### src/rtl/bit_residue_tracker.sv
// rtl/bit_residue_tracker.sv - serial bit-stream ones/zeros residue tracker with optional windowed snapshots
module bit_residue_tracker #(
    parameter int MOD = 2,
    parameter int WIN = 8,
    localparam int RW = $clog2(MOD),
    localparam int CW = $clog2(WIN + 1)
) (
    input  logic          clk,
    input  logic          rst,
    input  logic          in,
    input  logic          in_valid,
    input  logic          clr,
    input  logic          mode,
    output logic [RW-1:0] ones_res,
    output logic [RW-1:0] zeros_res,
    output logic          ones_mod0,
    output logic          zeros_mod0,
    output logic [RW-1:0] win_ones,
    output logic [RW-1:0] win_zeros,
    output logic          win_done
);

    logic [CW-1:0] cnt;
    logic [CW-1:0] cnt_nx;
    logic          mode_q;
    logic          win_active;
    logic [RW-1:0] ones_step;
    logic [RW-1:0] zeros_step;
    logic [RW-1:0] ones_nx;
    logic [RW-1:0] zeros_nx;
    logic [RW-1:0] win_ones_nx;
    logic [RW-1:0] win_zeros_nx;
    logic          win_done_nx;

    // Windows only count while mode has been stable high; the edge that
    // changes mode restarts the bit counter without touching the residues.
    assign win_active = mode & mode_q;

    // Residue increment with wrap at MOD-1 back to zero.
    always_comb begin
        ones_step  = (ones_res  == RW'(MOD - 1)) ? '0 : ones_res  + RW'(1);
        zeros_step = (zeros_res == RW'(MOD - 1)) ? '0 : zeros_res + RW'(1);
    end

    // Next-state selection: clear beats accept, window completion restarts counting.
    always_comb begin
        ones_nx      = ones_res;
        zeros_nx     = zeros_res;
        cnt_nx       = win_active ? cnt : '0;
        win_ones_nx  = win_ones;
        win_zeros_nx = win_zeros;
        win_done_nx  = 1'b0;
        if (clr) begin
            ones_nx  = '0;
            zeros_nx = '0;
            cnt_nx   = '0;
        end else if (in_valid) begin
            if (in) begin
                ones_nx = ones_step;
            end else begin
                zeros_nx = zeros_step;
            end
            if (win_active) begin
                if (cnt == CW'(WIN - 1)) begin
                    win_ones_nx  = ones_nx;
                    win_zeros_nx = zeros_nx;
                    win_done_nx  = 1'b1;
                    ones_nx      = '0;
                    zeros_nx     = '0;
                    cnt_nx       = '0;
                end else begin
                    cnt_nx = cnt + CW'(1);
                end
            end
        end
    end

    // State and output registers; the mod0 flags are derived from the same next values.
    always_ff @(posedge clk or negedge rst) begin
        if (!rst) begin
            ones_res   <= '0;
            zeros_res  <= '0;
            ones_mod0  <= 1'b1;
            zeros_mod0 <= 1'b1;
            win_ones   <= '0;
            win_zeros  <= '0;
            win_done   <= 1'b0;
            cnt        <= '0;
            mode_q     <= 1'b0;
        end else begin
            ones_res   <= ones_nx;
            zeros_res  <= zeros_nx;
            ones_mod0  <= (ones_nx == '0);
            zeros_mod0 <= (zeros_nx == '0);
            win_ones   <= win_ones_nx;
            win_zeros  <= win_zeros_nx;
            win_done   <= win_done_nx;
            cnt        <= cnt_nx;
            mode_q     <= mode;
        end
    end

endmodule
### config.mk
export PLATFORM = sky130hd
export DESIGN_NAME = bit_residue_tracker
export DESIGN_NICKNAME = d
export VERILOG_FILES = /design/src/rtl/bit_residue_tracker.sv
export SDC_FILE = /design/constraint.sdc
export NUM_CORES = 1
export LEC_CHECK = 0
export CELL_PAD_IN_SITES_DETAIL_PLACEMENT = 1
export CELL_PAD_IN_SITES_GLOBAL_PLACEMENT = 1
export CORE_ASPECT_RATIO = 1.2
export CORE_UTILIZATION = 36
export CTS_CLUSTER_DIAMETER = 50
export DETAILED_ROUTE_END_ITERATION = 10
export PLACE_DENSITY_LB_ADDON = 0.1
export SLEW_MARGIN = 10
export SYNTH_ARGS = -nofsm -noshare
export SYNTH_HDL_FRONTEND = slang
export SYNTH_SLANG_ARGS = --single-unit
### constraint.sdc
create_clock -name clk -period 1.8 [get_ports clk]
set_input_delay 0.27 -clock clk [delete_from_list [all_inputs] [get_ports clk]]
set_output_delay 0.27 -clock clk [all_outputs]
set_load 0.1 [all_outputs]
* Word-level counts from Yosys, hierarchy flattened
Cells that the tools add are included.
Storage, ports and cells: register bits after elaboration 12, word-level logic and storage cells 39
Cells by class: $add $sub $neg 3, equality and inequality tests 1, multiplexer cells 21, bitwise gates (word level) 4, reduce and logical (&&, ||, !) cells 1
Operators with widths (number):
- $mux W4 | 5
- $mux W1 | 16
- $add A4 B1 Y4 const B | 1
- $eq A4 B3 Y1 const B | 1
- $reduce_and A4 Y1 | 1
- $not A1 Y1 | 3
- $add A1 B1 Y1 const B | 2
- $and A1 B1 Y1 | 1

* Logic depth before layout (Yosys ltp)
Gate-level depths: netlist of run 1.
depth after elaboration 8, depth in mapped cells 4

* Least setup slack after synthesis of run 1
Ideal clock, no wire load.
path kind reg-to-reg, start register ones_res, end register ones_res, library setup time 127 ps, arrival 1433 ps, slack 240 ps, cell stages (with the launch flop) 4, cell sequence dfrtp_1 and3b_1 o22ai_1 a21oi_1
Between the ends: longest elaborated chain between the ends 7
RTL lines:
- start: declaration | RTL line 14 | output logic [RW-1:0] ones_res,
- start signal: assignment | RTL line 91 | ones_res <= ones_nx;
- $add A1 B1 Y1 | RTL line 41 | ones_step = (ones_res == RW'(MOD - 1)) ? '0 : ones_res + RW'(1);
- $mux W1 | RTL line 41
- $mux W1 | RTL line 58 | if (in) begin
- $mux W1 | RTL line 64 | if (cnt == CW'(WIN - 1)) begin
- $mux W1 | RTL line 63 | if (win_active) begin
- $mux W1 (*) | RTL line 57 | end else if (in_valid) begin
- $mux W1 (*) | RTL line 53 | if (clr) begin
- net ones_nx | RTL line 29 | logic [RW-1:0] ones_nx;
Mark *: on every way through the listed nets, which the timed path passes. The rest lies on a longest branch. A chain may end at the register's enable or synchronous reset.

* Worst setup path after layout of run 1
start register cnt[0], end register win_ones
Between the ends: longest elaborated chain between the ends 2
RTL lines:
- start: declaration | RTL line 23 | logic [CW-1:0] cnt;
- start signal: assignment | RTL line 98 | cnt <= cnt_nx;
- $eq A4 B3 Y1 | RTL line 64
- $reduce_and A4 Y1 (no line)
- end signal: assignment | RTL line 95 | win_ones <= win_ones_nx;
- end: declaration | RTL line 18 | output logic [RW-1:0] win_ones,
No other way between the ends.

==> flow_summary.rst, run 1 <==
.. list-table::
   :header-rows: 1

   * - Metric
     - Value
   * - Switching power of the nets
     - 181 µW
   * - Antenna Violating Nets Remaining
     - 0
   * - Post-route fraction of the period consumed by the critical path
     - 0.867
   * - Commonest cells in the synthesized netlist
     - 10 x sky130_fd_sc_hd__dfrtp_1, 4 x sky130_fd_sc_hd__a21oi_1, 3 x sky130_fd_sc_hd__nand2_1, 3 x sky130_fd_sc_hd__nand2b_1
   * - Number of distinct library cells after synthesis
     - 24
   * - Maxcap violations
     - 0
   * - Startpoint types
     - register
   * - Number of pins exceeding their max-slew limit in the final report
     - 0
   * - Filler cells
     - 157
   * - Growth of design area from synthesis to finish
     - 37.6%
   * - Async set-or-reset flop fraction in the synthesized netlist
     - 1.00
   * - Setup crit end kind
     - register
   * - Max Fanout on Critical Path
     - 4
   * - Core area
     - 1460 µm²
   * - Die boundary height
     - about 46 µm
   * - Total number of H-tree levels
     - 1
   * - Max Buffers Root-to-Sink
     - 2
   * - Std cell rows
     - 15
   * - Wire length of the first global-routing pass
     - 1930 µm
   * - Detailed-route via count
     - just over 400
   * - Routed wire length on met2
     - between 500 and 600 µm
   * - Max Clk Rate
     - 641 MHz
   * - Count of yosys warnings during synthesis
     - 0
   * - CP Data Arrival Time
     - around 1.7 ns
   * - Critical path data required time
     - 1.96 ns
   * - Wire length per cell after detailed routing
     - 14.4 µm
   * - Top cell type by total area after synthesis
     - sky130_fd_sc_hd__dfrtp_1
   * - Worst min path class
     - input pin to asynchronous set/reset pin
   * - Clock latency of the later-clocked register in the worst-skew pair
     - roughly 0.27 ns
   * - Setup slack of the critical path after layout
     - 0.240 ns
   * - Clock root buffer master
     - sky130_fd_sc_hd__clkbuf_4
   * - Cell count of the worst reg-to-reg path
     - 4
   * - Number of synthesized flops with an enable pin
     - 0
   * - Horizontal die dimension
     - 38.3 µm
   * - Via density
     - approximately 5.1
   * - Routability congestion estimate from global placement
     - a little under 0.7
   * - Kind of critical path
     - register to register
   * - Met1 wire length
     - 478 µm
   * - Setup repair after global routing missed its margin
     - no
   * - Slew @ Worst Pin
     - approximately 0.54 ns
   * - Switching power as a share of total power
     - 0.284
   * - Largest net degree at the start of global routing
     - 13
   * - Fin crit period
     - 1.56 ns
   * - Tightest slew margin relative to the limit
     - 0.639
   * - Number of setup violations in the final report
     - 0
   * - Starting utilization of the core area
     - 0.389
   * - Post-detailed-placement half-perimeter wirelength
     - just under 900 µm
   * - Number of resized instances in the post-cts repair step
     - 0
   * - Buffers added on ports
     - 12
   * - PwrDens
     - 815 nW/µm²
   * - Count of buffers added by post-CTS timing repair for setup
     - 0
   * - CTS tree
     - yes
   * - Number of antenna violations at the first check in global routing
     - 0
   * - Grt total ovfl
     - 0
   * - Total routed wirelength
     - 1150 µm
   * - Part of the total power dissipated in the clock network
     - 0.336
   * - Total die area
     - around 1700 µm²
   * - Sequential cell area in the final layout
     - 303 µm²
   * - Most instantiated library cell after synthesis
     - sky130_fd_sc_hd__dfrtp_1
   * - Clock slew at the register clock pins of the worst setup and hold paths
     - 0.08 ns
   * - Placement-stage worst setup slack
     - 0.0396 ns
   * - Share of Yosys cell area claimed by the top area cell type
     - 0.440
   * - Vias in the first global route
     - 441
   * - Area of the mapped netlist
     - 569 µm²
   * - #FFs+latches synth
     - 12
   * - Leading cell types by total area after synthesis
     - sky130_fd_sc_hd__dfrtp_1 44%, sky130_fd_sc_hd__dfstp_2 9.2%, sky130_fd_sc_hd__nor4b_4 4.2%
   * - Clock sinks
     - 12
   * - Inserted Clock Buffers
     - 3
   * - Post-Syn Instances
     - 46
   * - Share of power burned in registers
     - 0.455
   * - Combinational power share
     - 0.209
   * - Leakage
     - a little under 0.0004 µW
   * - Total nets after synthesis
     - 53
   * - Final std cells w/o fill
     - 80
   * - DP Cell Count
     - 76
   * - Clk_skew
     - 0.000752 ns
   * - Met3 WL post-DR
     - 45 µm
   * - Final count of hold timing violations
     - 0
   * - Layout Nets
     - 71
   * - Num ports
     - 13
   * - Sequential fraction of the synthesis area
     - 0.532
   * - Ys flop type
     - sky130_fd_sc_hd__dfrtp_1
   * - Global-route usage over all layers
     - 0.171
   * - Fraction of layout cells with a size suffix above 1
     - 0.317
   * - Synthesized area per cell
     - ~12 µm²
   * - Power consumption
     - between 600 and 700 µW
   * - Highest metal used
     - met4
   * - Max rail drop VDD
     - approximately 0.52 mV
   * - Initial DRC count
     - 0
   * - Multi-input gate area
     - 255 µm²
   * - Detailed-route DRC error count
     - 0
   * - Status
     - finished, final reports clean
   * - Internal power
     - 457 µW
   * - Total negative slack
     - 0 ns
   * - Utilization after layout
     - 0.535
   * - Hold bufs inserted after CTS
     - 0
   * - First drt pass iteration count
     - 1
   * - # diodes
     - 0
metrics by stage:
stage	instance area, µm²	hold WS, ns
after global placement	747	0.499
after detailed placement	747	0.521
after floorplan	569	-0.0256
after global routing	783	0.388
final	783	0.347
after CTS	783	0.362
flip-flops by register name, summed over array words and instances (netlist names):
register    count
cnt             4
mode_q          1
ones_mod0       1
ones_res        1
win_done        1
win_ones        1
win_zeros       1
zeros_mod0      1
zeros_res       1
metal layers:
| layer | GRT usage | vias to the layer above |
|---|---|---|
| met5 | 0 | - |
| li1 | - | 195 |
| met2 | 0.271 | 8 |
| met4 | 0.129 | 0 |
| met3 | 0.0637 | 4 |
| met1 | 0.181 | 200 |
layout by cell type, fill, tap and decap left out, drive strengths merged:
cell type,instances
dfrtp,10
a21o,2
and3b,1
dfstp,2
and2,1
nand2b,3
nand2,3
or3,1
mux2,2
nand3b,2
xor2,2
o22ai,2
nor2,2
mux2i,1
clkbuf,4
a21oi,4
nor2b,1
or2,1
nor3b,1
ha,1
xnor2,1
buf,9
nand4,1
nor4b,1
clkdlybuf4s50,5
critical path, cell delays in order (launching register included):
cell	delay [ns]
sky130_fd_sc_hd__dfrtp_1	0.39
sky130_fd_sc_hd__ha_1	0.26
sky130_fd_sc_hd__nand3b_4	0.13
sky130_fd_sc_hd__nor4b_4	0.29
sky130_fd_sc_hd__mux2_2	0.38
layout make-up:
| cell class | count | share of cell area |
|---|---|---|
| clock buffer | 4 | 0.0463 |
| tap | 17 | 0.0272 |
| sequential | 12 | 0.387 |
| timing repair buffer | 14 | 0.214 |
| multi-input combinational | 33 | 0.326 |
kinds of logic after synthesis:
kind of cell / count (synthesis) / share of synthesized area
adders and majority gates: 1 / 0.0220
and+or+nand+nor: 18 / 0.240
DFF: 12 / 0.532
muxes: 3 / 0.0571
AOI/OAI and AO/OA: 8 / 0.0835
buffers and inverters: 1 / 0.0198
xor gates and xnor gates: 3 / 0.0462
power by group through the flow:
stage	clock [µW]	sequential (µW)	combinational, µW
floorplan	0	343	27.8
detailed placement	0	296	134
global placement	0	296	132
CTS	222	291	135
finish	215	291	133
global route	234	292	140
path summary, 6_finish.rpt:
path	start	endpoint	slack, ns
max	cnt[0]	win_ones	0.24
min	rst	win_zeros	0.35
max reg2reg	cnt[0]	win_ones	0.24
min reg2reg	win_zeros	win_zeros	0.53
max in group asynchronous	rst	ones_mod0	1.09
min in group clk	mode	mode_q	0.48
No activity file was read; power rests on OpenSTA's default activity.
==> run 2: changes to the inputs <==
Settings changed: CORE_ASPECT_RATIO 1.2 to default, CORE_UTILIZATION 36 to 39.
Clock period 1.8 ns to 2 ns, I/O delays scaled along.
==> flow_summary.rst, run 2 (synthesis results as in run 1) <==
.. list-table::
   :header-rows: 1

   * - Metric
     - Value
   * - Status
     - finished, final reports clean
   * - Leakage
     - 0.000362 µW
   * - Layout Nets
     - 69
   * - Commonest cells after routing, fill and taps aside
     - 10 x sky130_fd_sc_hd__dfrtp_1, 7 x sky130_fd_sc_hd__buf_4, 5 x sky130_fd_sc_hd__clkdlybuf4s50_1
   * - First drt pass iteration count
     - 3
   * - CP Data Arrival Time
     - 1.71 ns
   * - Number of antenna violations at the first check in global routing
     - 0
   * - Power consumption
     - roughly 560 µW
   * - Register with the most flip-flops
     - cnt
   * - Beginning of the worst register-to-register path
     - cnt[0]
   * - Tightest slew margin relative to the limit
     - 0.644
   * - Worst min path class
     - input pin to asynchronous set/reset pin
   * - Utilization after layout
     - 0.537
   * - Number of pins exceeding their max-slew limit in the final report
     - 0
   * - Total number of H-tree levels
     - 1
   * - Grt total ovfl
     - 0
   * - Wire length per cell after detailed routing
     - 16.4 µm
   * - Maxcap violations
     - 0
   * - Worst path max stage delay
     - 0.40 ns
   * - Final count of hold timing violations
     - 0
   * - Count of buffers added by post-CTS timing repair for setup
     - 0
   * - Post-detailed-placement half-perimeter wirelength
     - 947 µm
   * - Clock latency of the later-clocked register in the worst-skew pair
     - 0.27 ns
   * - Initial DRC count
     - 4
   * - # diodes
     - 0
   * - Final Hold Slack
     - approximately 0.37 ns
   * - Clock root buffer master
     - sky130_fd_sc_hd__clkbuf_4
   * - Leading cell type in the layout, fill and taps excluded
     - sky130_fd_sc_hd__dfrtp_1
   * - Antenna Violating Nets Remaining
     - 0
   * - Fraction of layout cells with a size suffix above 1
     - 0.295
   * - Hold bufs inserted after CTS
     - 0
   * - Filler cells
     - 140
   * - CTS tree
     - yes
   * - Global-route usage over all layers
     - 0.197
   * - Num ports
     - 13
   * - Source of the critical timing path
     - cnt[0]
   * - Setup crit end kind
     - register
   * - Number of setup violations in the final report
     - 0
   * - Total routed wirelength
     - 1240 µm
   * - Number of flip-flops in the largest register
     - 4
   * - Fin crit period
     - 1.55 ns
   * - Max Buffers Root-to-Sink
     - 2
   * - Routability congestion estimate from global placement
     - 0.779
   * - Clock sinks
     - 12
   * - Detailed-route DRC error count
     - 0
   * - Total die area
     - about 1600 µm²
   * - Post-route fraction of the period consumed by the critical path
     - 0.775
   * - Core area
     - 1330 µm²
   * - Largest net degree at the start of global routing
     - 13
   * - Kind of critical path
     - register to register
   * - Growth of design area from synthesis to finish
     - 25.7%
   * - Clock slew at the register clock pins of the worst setup and hold paths
     - 0.08 ns
   * - Setup repair after global routing missed its margin
     - no
   * - Max rail drop VDD
     - about 0.39 mV
   * - Crit-path cells
     - ha_1, nand3b_4, nor4b_4, mux2_2
   * - Slew @ Worst Pin
     - 0.532 ns
   * - Inserted Clock Buffers
     - 3
   * - Std cell rows
     - 13
   * - CP Buf/Inv Count
     - 0
   * - Vias in the first global route
     - roughly 450
   * - Buffers added on ports
     - 12
   * - Clk_skew
     - 0.00276 ns
   * - Max Fanout on Critical Path
     - 4
   * - Standard cell with the maximum stage delay on the critical path
     - sky130_fd_sc_hd__dfrtp_1
   * - Number of resized instances in the post-cts repair step
     - 0
   * - Largest delay share family, worst path
     - flip-flops
   * - Via density
     - 5.41
   * - PwrDens
     - 779 nW/µm²
   * - Starting utilization of the core area
     - 0.427
   * - Horizontal die dimension
     - 40.2 µm
   * - Startpoint types
     - register
   * - Wire length of the first global-routing pass
     - ~2000 µm
   * - Die boundary height
     - 40.2 µm
   * - Detailed-route via count
     - 411
   * - Critical path data required time
     - roughly 2.2 ns
   * - Total negative slack
     - 0 ns
   * - Max Clk Rate
     - 645 MHz
run 2: cell types whose count changed in the layout (fill, tap and decap cells not counted), sizes merged:
cell and delta:
buf -2
run 2: power breakdown:
part,internal [µW],total (µW),switching [µW]
logic,30.2,102,71.6
clock network,111,197,86.6
registers,252,258,6.17
total,393,558,164
run 2: routing by layer:
layer | vias up | wire (µm) | GRT usage
li1 | 191 | - | -
met5 | - | 0 | 0
met2 | 11 | 705 | 0.375
met4 | 0 | 24 | 0.125
met1 | 205 | 474 | 0.192
met3 | 4 | 39 | 0.0333
run 2: worst paths after layout:
check	to	slack, ns	depth (start not counted)
worst max-delay path	win_zeros	0.45	4
worst min-delay path	cnt[2]	0.37	1
worst max register to register	win_zeros	0.45	4
worst min register to register	win_ones	0.54	1
max in group asynchronous	zeros_mod0	1.27	1
min in group clk	mode_q	0.49	1
run 2: metrics by stage:
step / cells / setup WS [ns] / cell area (µm²)
final: 76 / 0.450 / 716
after global routing: 76 / 0.335 / 716
after floorplan: 46 / 0.440 / 569
after CTS: 76 / 0.432 / 716
after global placement: 72 / 0.262 / 679
after detailed placement: 72 / 0.191 / 679
run 2: layout make-up:
class	instances	area (µm²)	share of cell area
Sequential cell	12	303	0.423
Timing Repair Buffer	12	103	0.143
Clock buffer	4	36.3	0.0507
Tap cell	15	18.8	0.0262
Multi-Input combinational cell	33	255	0.357
==> run 3: changes to the inputs <==
Settings changed: CORE_ASPECT_RATIO from default to 1.2, CORE_UTILIZATION 39 to 33.
Clock period 2 ns to 1.25 ns, I/O delays scaled along.
==> flow_summary.rst, run 3 (synthesis results as in run 1) <==
.. list-table::
   :header-rows: 1

   * - Metric
     - Value
   * - Clock root buffer master
     - sky130_fd_sc_hd__clkbuf_4
   * - Routability congestion estimate from global placement
     - 0.692
   * - CTS tree
     - yes
   * - Register-to-register setup slack
     - -0.17 ns
   * - Part of the total power dissipated in the clock network
     - 0.322
   * - Antenna Violating Nets Remaining
     - 0
   * - Clock sinks
     - 12
   * - Num ports
     - 13
   * - Share of power burned in registers
     - 0.444
   * - Growth of design area from synthesis to finish
     - 69.0%
   * - Leading cell type in the layout, fill and taps excluded
     - sky130_fd_sc_hd__buf_4
   * - Violated checks
     - setup timing
   * - Detailed-route via count
     - ~440
   * - Number of pins exceeding their max-slew limit in the final report
     - 0
   * - Number of flip-flops in the largest register
     - 4
   * - Tightest slew margin relative to the limit
     - 0.805
   * - Combinational power share
     - 0.234
   * - Largest net degree at the start of global routing
     - 9
   * - Post-route fraction of the period consumed by the critical path
     - 1.14
   * - Global-route usage over all layers
     - 0.174
   * - Starting utilization of the core area
     - 0.351
   * - Switching power of the nets
     - between 200 and 300 µW
   * - Largest delay share family, worst path
     - flip-flops
   * - Inserted Clock Buffers
     - 3
   * - Max Fanout on Critical Path
     - 3
   * - Total die area
     - 1900 µm²
   * - Number of antenna violations at the first check in global routing
     - 0
   * - Wire length per cell after detailed routing
     - 17.0 µm
   * - Final count of hold timing violations
     - 0
   * - Slew @ Worst Pin
     - around 0.29 ns
   * - Horizontal die dimension
     - 39.9 µm
   * - Critical path data required time
     - 1.41 ns
   * - Via density
     - 4.87
   * - Initial DRC count
     - 4
   * - Post-Layout Inst Area
     - 962 µm²
   * - Core area
     - 1620 µm²
   * - Buffers added on ports
     - 12
   * - CP Buf/Inv Count
     - 0
   * - Setup repair after global routing missed its margin
     - yes
   * - Max Buffers Root-to-Sink
     - 2
   * - Total routed wirelength
     - 1550 µm
   * - Number of setup violations in the final report
     - 3
   * - CP Data Arrival Time
     - 1.58 ns
   * - Detailed-route DRC error count
     - 0
   * - Max Clk Rate
     - 702 MHz
   * - Clock latency of the later-clocked register in the worst-skew pair
     - 0.27 ns
   * - Clk_skew
     - 0.000644 ns
   * - Total negative slack
     - -0.453 ns
   * - Crit-path cells
     - ha_4, nand3b_4, nor4b_4, mux2_2
   * - PwrDens
     - 990 nW/µm²
   * - Total number of H-tree levels
     - 1
   * - Final std cells w/o fill
     - 91
   * - Standard cell with the maximum stage delay on the critical path
     - sky130_fd_sc_hd__dfrtp_1
   * - Leakage
     - 0.000453 µW
   * - Hold bufs inserted after CTS
     - 0
   * - Placement Cell Area
     - roughly 870 µm²
   * - Worst min path class
     - input pin to asynchronous set/reset pin
   * - Internal power
     - ~680 µW
   * - Die boundary height
     - 47.5 µm
   * - Grt total ovfl
     - 0
   * - DP Cell Count
     - 86
   * - Startpoint types
     - register
   * - Fin crit period
     - 1.42 ns
   * - Layout Nets
     - 81
   * - # diodes
     - 0
   * - Fraction of layout cells with a size suffix above 1
     - 0.534
   * - Register with the most flip-flops
     - cnt
   * - Wire length of the first global-routing pass
     - 2170 µm
   * - Commonest cells after routing, fill and taps aside
     - 11 x sky130_fd_sc_hd__buf_4, 8 x sky130_fd_sc_hd__dfrtp_1, 7 x sky130_fd_sc_hd__buf_12
   * - First drt pass iteration count
     - 4
   * - Power consumption
     - 953 µW
   * - Worst path max stage delay
     - 0.40 ns
   * - Status
     - complete, but fails checks
   * - Setup slack of the critical path after layout
     - -0.174 ns
   * - Clock slew at the register clock pins of the worst setup and hold paths
     - 0.08 ns
   * - Utilization after layout
     - 0.593
   * - Vias in the first global route
     - 465
   * - Max rail drop VDD
     - 0.588 mV
   * - Kind of critical path
     - register to register
   * - Setup crit end kind
     - register
   * - Std cell rows
     - 16
   * - Maxcap violations
     - 0
   * - Post-detailed-placement half-perimeter wirelength
     - 1130 µm
   * - Switching power as a share of total power
     - 0.291
## run 3: changes by cell type in the layout (fill, tap and decap cells not counted), sizes merged
cell,delta
buf,+12
dlygate4sd2,+1
clkdlybuf4s50,-1
## run 3: worst register-to-register path: stages, from the launching register on
cell                       delay, ns
sky130_fd_sc_hd__dfrtp_1        0.40
sky130_fd_sc_hd__ha_4           0.17
sky130_fd_sc_hd__nand3b_4       0.10
sky130_fd_sc_hd__nor4b_4        0.27
sky130_fd_sc_hd__mux2_2         0.38
## run 3: path summary, 6_finish.rpt
kind                              end  cells after the start  startpoint
max                         win_zeros                      4      cnt[0]
min                          ones_res                      1         rst
max reg2reg                 win_zeros                      4      cnt[0]
min reg2reg                    cnt[3]                      2      cnt[3]
max in group asynchronous  zeros_mod0                      2         rst
min in group clk             win_done                      2    in_valid
## run 3: final cells by class
| class | instances | area (µm²) |
|---|---|---|
| multi-input combinational | 33 | 313 |
| tap | 18 | 22.5 |
| fill | 161 | 659 |
| clock buffer | 4 | 36.3 |
| sequential | 12 | 308 |
| timing repair buffer | 24 | 283 |
## run 3: through the flow
| stage | hold WS [ns] | setup WS [ns] |
|---|---|---|
| 4_1_cts | 0.126 | -0.186 |
| 3_3_place_gp | 0.420 | -0.317 |
| 3_5_place_dp | 0.421 | -0.362 |
| 6_report | 0.131 | -0.174 |
| 2_1_floorplan | -0.108 | -0.124 |
| 5_1_grt | 0.137 | -0.273 |
## run 3: routing by layer
metal | GRT usage | vias up | wire, µm
met2 | 0.297 | 7 | 824
met3 | 0.0419 | 0 | 30
met5 | 0 | - | 0
li1 | - | 214 | -
met1 | 0.209 | 222 | 693
met4 | 0.0621 | 0 | 0
## run 3: power by group through the flow
stage | Sequential (µW) | Combinational (µW) | Clock [µW]
final | 423 | 223 | 307
after global routing | 425 | 233 | 334
after CTS | 423 | 206 | 316
after detailed placement | 430 | 207 | 0
after global placement | 429 | 201 | 0
after floorplan | 497 | 40.1 | 0
## run 3: what timing repair did
action                                  CTS  global route
gates cloned                              0             0
buffers inserted                          0             1
pin swaps                                 2             3
gates resized for setup                   1             9
endpoints found under the setup margin    3             7
==> edit: new RTL, config.mk and constraints of run 3 <==
One comparison of `cnt` changes from == to >=.
--- a/src/rtl/bit_residue_tracker.sv
+++ b/src/rtl/bit_residue_tracker.sv
@@ -61,7 +61,7 @@
                 zeros_nx = zeros_step;
             end
             if (win_active) begin
-                if (cnt == CW'(WIN - 1)) begin
+                if (cnt >= CW'(WIN - 1)) begin
                     win_ones_nx  = ones_nx;
                     win_zeros_nx = zeros_nx;
                     win_done_nx  = 1'b1;
Behaviour: no difference found for any inputs over 10 cycles, from zero or initial values and one cycle with rst low; that may be too few to reach the edited logic, so the function may still have changed.
==> edit against run 3 <==
- the run still ends with setup timing left
- power is essentially flat
- sequential share of layout area grew 0.083 points
- synthesized area shrank 2.9%
- cell area shrank 0.26%
- setup slack lost 1.5 ps
- clock power grew 2%
- sequential cell count is the same
- non-clock buffer count grew 1
- routed wire length shrank 1.7%
- final cell count grew 1.1%
- hold slack gained 14 ps
- count of clock-buffer cells in the layout is the same
- critical endpoint unchanged
- highest routed layer is now met4
==> edit: results (changes against run 3) <==
initial drt markers 9 (was 4); WL final 1.52 mm (was 1.55 mm); Reg-to-Reg Start cnt[1] (was cnt[0]); via/cell ratio 5.05 (was 4.87); failing checks setup timing (unchanged); largest net degree at the start of global routing 8 (was 9); setup_tns -650 ps (was -453 ps); Post-Layout Cell Count 92 (was 91); status finished with violations (unchanged); mux cell area share after synthesis 0.0724 (was 0.0571); DP Area 858 µm² (was 871 µm²); max cap viols 0 (unchanged); setup ws final -176 ps (was -174 ps); post_cts resized 2 (was 1); Reg2Reg Depth 4 (unchanged); clock skew 2.01 ps (was 0.644 ps); Hold Slack 146 ps (was 131 ps); Leakage Power 0.445 nW (was 0.453 nW); relative slew slack 0.813 (was 0.805); fin nets 83 (was 81); 1st-pass router iterations 4 (unchanged); VDD IR max 0.753 mV (was 0.588 mV); Adder-Cell Fraction of Synth Area 0.0226 (was 0.0220); XOR/XNOR Fraction of Synth Area 0.0317 (was 0.0462); Setup WS pre-CTS -414 ps (was -362 ps); Mapped Avg Cell Area 12.0 µm² (was 12.4 µm²); # H-tree levels 1 (unchanged); global-route wire length before repair 2.15 mm (was 2.17 mm); DP HPWL 1.07 mm (was 1.13 mm); sequential share of the synthesized area 0.548 (was 0.532); GRT Total Usage 0.180 (was 0.174); layout cells sized above 1 0.533 (was 0.534); vias in the first global route 525 (was 465); dominant cells by area after synthesis dfrtp_1 (45%), dfstp_2 (9.5%), mux2_4 (5.4%) (was dfrtp_1 (44%), dfstp_2 (9.2%), nor4b_4 (4.2%)); slowest cell delay on critical path 410 ps; GP Congestion 0.601 (was 0.692); top cells by count, synth dfrtp_1 (10), a21oi_1 (5), nor2_1 (4), nand2_1 (3) (was dfrtp_1 (10), a21oi_1 (4), nand2_1 (3), nand2b_1 (3)); postcts setup bufs 2 (was 0); IO Port Bufs 12 (unchanged); dpl cells 86 (unchanged); slowest CP cell dfrtp_1 (unchanged); post-synthesis compound-gate area fraction 0.124 (was 0.0835); synth unique cells 23 (was 24); endpoints failing setup 8 (was 3)
[edit: how the worst max path moves through the flow]
stage                start   endpoint  slack (ps)  depth (start not counted)
floorplan           cnt[0]   win_ones        -150                          4
global placement      mode   win_ones        -380                          4
finish              cnt[1]  win_zeros        -180                          4
global route        cnt[1]  win_zeros        -210                          4
detailed placement    mode  win_zeros        -410                          4
CTS                 cnt[0]   win_ones        -180                          4
[edit: power by group]
part,switching (mW),internal (mW),total [mW]
Combinational,0.124,0.0913,0.215
Clock,0.136,0.177,0.313
Sequential,0.0172,0.406,0.423
[edit: layout make-up]
cell class	instances	area, µm²
well taps	17	21.3
clock buffers	4	36.3
repair buffers	25	295
multi-input cells	32	292
inverters	2	7.51
fillers	155	542
flip-flops and latches	12	308
[edit: per-layer routing]
layer,global-route usage,up-vias,wire length (µm)
li1,-,220,-
met1,0.178,235,589
met3,0.0427,2,33
met2,0.353,8,881
met5,0,-,0
met4,0.0621,0,17
